File: src/rtl/mul_seq_pkg.sv
// mul_seq_pkg: shared sizing constants and FSM state type
// for the sequential shift-and-add mantissa multiplier.
package mul_seq_pkg;

    localparam int WIDTH_DEF = 20;
    localparam int ACC_W     = 40;

    function automatic int cnt_w(input int w);
        return (w > 1) ? $clog2(w) : 1;
    endfunction

    localparam int CNT_W = cnt_w(WIDTH_DEF);

    typedef enum logic [1:0] {
        IDLE = 2'd0,
        CALC = 2'd1,
        DONE = 2'd2
    } state_t;

endpackage

File: src/rtl/add_40bits.sv
// add_40bits: plain 40-bit ripple-carry adder, one full adder
// per bit, carry chained from bit 0 upward.
module add_40bits
    import mul_seq_pkg::*;
(
    input  logic [ACC_W-1:0] a,
    input  logic [ACC_W-1:0] b,
    input  logic             cin,
    output logic [ACC_W-1:0] sum,
    output logic             cout
);

    logic [ACC_W:0] carry;

    always_comb begin
        carry    = '0;
        sum      = '0;
        carry[0] = cin;
        for (int i = 0; i < ACC_W; i++) begin
            sum[i]       = a[i] ^ b[i] ^ carry[i];
            carry[i+1]   = (a[i] & b[i]) | (carry[i] & (a[i] ^ b[i]));
        end
    end

    assign cout = carry[ACC_W];

endmodule

File: src/rtl/mul_seq_ctrl.sv
// mul_seq_ctrl: iterative unsigned multiplier, one add-and-shift per clock.
// Define MUL_SEQ_EARLY_EXIT_EN to leave CALC once the multiplier runs out of ones.
module mul_seq_ctrl
    import mul_seq_pkg::*;
#(
    parameter int WIDTH = WIDTH_DEF
)
(
    input  logic               i_clk,
    input  logic               i_rst,
    input  logic               i_valid,
    output logic               o_ready,
    input  logic [WIDTH-1:0]   i_data_a,
    input  logic [WIDTH-1:0]   i_data_b,
    output logic               o_valid,
    input  logic               i_ready,
    output logic [2*WIDTH-1:0] o_data,
    output logic               o_busy
);

    localparam int            CW       = cnt_w(WIDTH);
    localparam logic [CW-1:0] CNT_LAST = CW'(WIDTH - 1);

    if (2 * WIDTH > ACC_W) begin : g_width_chk
        $error("mul_seq_ctrl: 2*WIDTH exceeds accumulator width");
    end

    state_t           state;
    state_t           state_nxt;
    logic [ACC_W-1:0] acc;
    logic [ACC_W-1:0] mcand;
    logic [ACC_W-1:0] sum;
    logic [WIDTH-1:0] mplier;
    logic [WIDTH-1:0] mplier_shr;
    logic [CW-1:0]    cnt;
    logic             last_iter;
    logic             carry_unused;

    add_40bits u_add (
        .a    (acc),
        .b    (mcand),
        .cin  (1'b0),
        .sum  (sum),
        .cout (carry_unused)
    );

    assign mplier_shr = mplier >> 1;

`ifdef MUL_SEQ_EARLY_EXIT_EN
    // no ones left to add: the accumulator already holds the product
    assign last_iter = (cnt == CNT_LAST) || (mplier_shr == '0);
`else
    assign last_iter = (cnt == CNT_LAST);
`endif

    always_ff @(posedge i_clk) begin
        if (i_rst) begin
            state <= IDLE;
        end else begin
            state <= state_nxt;
        end
    end

    always_comb begin
        state_nxt = state;
        o_ready   = 1'b0;
        o_valid   = 1'b0;
        o_busy    = 1'b0;
        o_data    = '0;
        unique case (state)
            IDLE: begin
                o_ready = 1'b1;
                if (i_valid) begin
                    state_nxt = CALC;
                end
            end
            CALC: begin
                o_busy = 1'b1;
                if (last_iter) begin
                    state_nxt = DONE;
                end
            end
            DONE: begin
                o_valid = 1'b1;
                o_data  = acc[2*WIDTH-1:0];
                if (i_ready) begin
                    state_nxt = IDLE;
                end
            end
            default: begin
                state_nxt = IDLE;
            end
        endcase
    end

    always_ff @(posedge i_clk) begin
        if (i_rst) begin
            acc    <= '0;
            mcand  <= '0;
            mplier <= '0;
            cnt    <= '0;
        end else if (state == IDLE && i_valid) begin
            acc    <= '0;
            mcand  <= {{(ACC_W - WIDTH){1'b0}}, i_data_a};
            mplier <= i_data_b;
            cnt    <= '0;
        end else if (state == CALC) begin
            if (mplier[0]) begin
                acc <= sum;
            end
            mcand  <= mcand << 1;
            mplier <= mplier_shr;
            cnt    <= cnt + CW'(1);
        end
    end

endmodule

File: config.mk
export PLATFORM = sky130hd
export DESIGN_NAME = mul_seq_ctrl
export DESIGN_NICKNAME = d
export VERILOG_FILES = /design/src/rtl/mul_seq_pkg.sv /design/src/rtl/add_40bits.sv /design/src/rtl/mul_seq_ctrl.sv
export SDC_FILE = /design/constraint.sdc
export NUM_CORES = 1
export LEC_CHECK = 0
export ABC_AREA = 1
export CELL_PAD_IN_SITES_DETAIL_PLACEMENT = 2
export CELL_PAD_IN_SITES_GLOBAL_PLACEMENT = 2
export CORE_ASPECT_RATIO = 1.75
export CORE_MARGIN = 2
export CORE_UTILIZATION = 33
export CTS_CLUSTER_SIZE = 28
export DETAILED_ROUTE_END_ITERATION = 6
export PLACE_DENSITY = 0.9
export SYNTH_ARGS = -nofsm -noshare
export SYNTH_HDL_FRONTEND = slang
export SYNTH_SLANG_ARGS = --single-unit
File: constraint.sdc
create_clock -name i_clk -period 30.1 [get_ports i_clk]
set_clock_uncertainty 0.15 [all_clocks]
set_input_delay 4.515 -clock i_clk [delete_from_list [all_inputs] [get_ports i_clk]]
set_output_delay 4.515 -clock i_clk [all_outputs]
set_load 0.01 [all_outputs]
==> reports/qor.csv <==
metric;value;unit
worst setup margin;13500;ps
fillcell total;1772;
Distinct cells, synth;22;
Worst slew margin;15.90;%
Post-synth EDFFs;0;
CTS buffer count;9;
fin crit share;55.16;%
synth cell count leaders;nand2_1, dfxtp_1, a21oi_1;
Peak VDD IR;0.02785;mV
1st-pass router iterations;4;
vias in the first global route;5249;
worst reg2reg startpoint;acc[0];
Final Hold Vio Count;0;
RSZ-0062 raised after global routing;false;
Worst Path Max Fanout;3;
Startpoint Class;flip-flop;
hold path startpoint;mplier[8];
total number of yosys warnings;0;
FMAX;60.23;MHz
path category of the worst min-delay check;reg -> reg;
Port Buf Inserts;86;
Post-Place Worst Slack;13630;ps
initial DRC count;103;
Detail Route Antenna Nets;0;
# hold bufs at CTS;0;
setup repair bufs after CTS;0;
Sinks on Clock Net;107;
R2R cell count;47;
post-synth top area cell;dfxtp_1;
Slew Limit Fails;0;
hold path depth;2;
CTS tree;done;
pin count of the biggest net entering global routing;64;
share of post-route cells with drive strength above 1;3.699;%
Async SR Flop Fraction;0;%
CP Data Arrival Time;16680;ps
initial cell density of the core;33.42;%
power per standard cell area;45.28;mW/mm^2
DRT Wirelength;15.74;mm
global-route wire length before repair;26.51;mm
min cycle time layout;16600;ps
critical path endpoint category;flip-flop;
Synth Flop Type;dfxtp_1;
grt total ovfl;0;
drt wl/cell;17.18;um
top cells by area, synth;dfxtp_1, nand2_1, fa_1;
Net count, final;809;
worst hold margin;339.8;ps
area share of the largest cell type after synthesis;41.85;%
Antenna diodes;0;
chip width;98.15;um
clock transition at the registers of the reported paths;70;ps
worst-skew pair later-pin latency;340;ps
die height;168.8;um
row count;60;
Core ar.;0.01531;mm^2
worst hold path endpoint;mplier[7];
Tightest Pin Transition;1260;ps
R2R setup slack;13500;ps
WS Path Type;reg -> reg;
Bufs on Longest Clock Path;2;
Root Buffer;clkbuf_16;
io pins;87;
Layout area overhead;24.18;%
Synth Instances;661;
P_leak;2.203;nW
Die ar.;0.01656;mm^2
most common cell in the netlist;nand2_1;
routed vias/inst;5.009;
Fin Setup TNS;0;ps
max cap viols;0;
most used cell, CP;fa_1;
CP max-delay cell;fa_1;
DR vias;4588;
DRC Markers;0;
Critical Path RT;30180;ps
Reg-to-Reg End;acc[39];
Avg Cell Area, Syn;7.744;um^2
Setup Viol. Count Final;0;
post-DP HPWL;10.90;mm
Total Power;287.8;uW
Post-Syn Area;0.005119;mm^2
register area share after synthesis;41.85;%
Placer Congestion;0.7981;
CP max stage delay;440;ps
H-tree level count;3;
status;complete, no violations;
Post-CTS Resized;0;
flip-flop and latch count after synthesis;107;
Synth Net Count;745;
initial antenna violation count;0;
total track usage;19.91;%
state kept, by name, summed over array words and instances, names as in the netlist:
name,count
acc,40
mplier,20
mcand,40
state,2
cnt,5
per-stage QoR:
step / util (%) / area [um^2] / cells
final: 41.50 / 6356 / 916
after global placement: 39.66 / 6073 / 900
after CTS: 41.50 / 6356 / 916
after floorplan: - / 5119 / 661
after global routing: 41.50 / 6356 / 916
after detailed placement: 39.66 / 6073 / 900
layout make-up:
cell class / instances / area [um^2] / share of cell area, %
Tap cell: 186 / 232.7 / 3.661
Sequential cell: 107 / 2142 / 33.70
Multi-Input combinational cell: 458 / 2579 / 40.57
Timing Repair Buffer: 92 / 905.9 / 14.25
Clock inverter: 3 / 22.52 / 0.3543
Clock buffer: 13 / 260.3 / 4.094
Inverter: 57 / 214.0 / 3.366
kinds of logic after synthesis:
family / after synthesis / synth area share, %
AOI/OAI and AO/OA: 108 / 11.56
xor gates and xnor gates: 1 / 0.1711
adders and majority gates: 40 / 15.35
buffers and inverters: 96 / 7.847
DFF: 107 / 41.85
and+or+nand+nor: 309 / 23.22
worst max path at each step:
stage / slack [ps] / from / endpoint / cells after the start
3_5_place_dp: 13630 / acc[0] / acc[39] / 47
5_1_grt: 12860 / acc[0] / acc[39] / 47
6_report: 13500 / acc[0] / acc[39] / 47
2_1_floorplan: 14710 / acc[0] / acc[39] / 47
3_3_place_gp: 14070 / acc[0] / acc[39] / 47
4_1_cts: 13420 / acc[0] / acc[39] / 47
per-layer routing:
layer | vias to the layer above | share of wire (%) | global-route usage, %
met3 | 23 | 2.5 | 2.230
met1 | 2301 | 38 | 21.99
met5 | - | 0 | 0
met4 | 0 | 2.2 | 6.790
met2 | 76 | 57 | 38.80
li1 | 2188 | - | -
cell usage in the layout, fill, tap and decap left out:
cell type	n
nand2_1	247
dfxtp_1	107
clkdlybuf4s50_1	86
a21oi_1	65
inv_1	54
nor2_1	51
a31oi_1	39
fa_1	38
clkbuf_16	9
buf_4	6
nand3_1	5
inv_2	3
clkinvlp_4	3
nor3_1	2
o21ai_0	2
ha_1	2
clkbuf_8	2
clkbuf_1	2
nand2_4	1
nor2_4	1
nand2_2	1
o21a_1	1
o21ai_2	1
xor2_1	1
nand4_1	1
power by group:
| part | internal [mW] | switching [mW] | total [mW] |
|---|---|---|---|
| clock network | 0.0608 | 0.0523 | 0.113 |
| logic | 0.0102 | 0.0157 | 0.0259 |
| registers | 0.145 | 0.00342 | 0.149 |
| total | 0.216 | 0.0713 | 0.288 |
worst max-delay path: cells and delay by family (launching register included):
family | cells | cell delay [ps]
adders and majority gates | 39 | 15350
buffers and inverters | 3 | 180
DFF | 1 | 350
and+or+nand+nor | 5 | 480
Note: power is estimated with default switching activity, not from simulation.
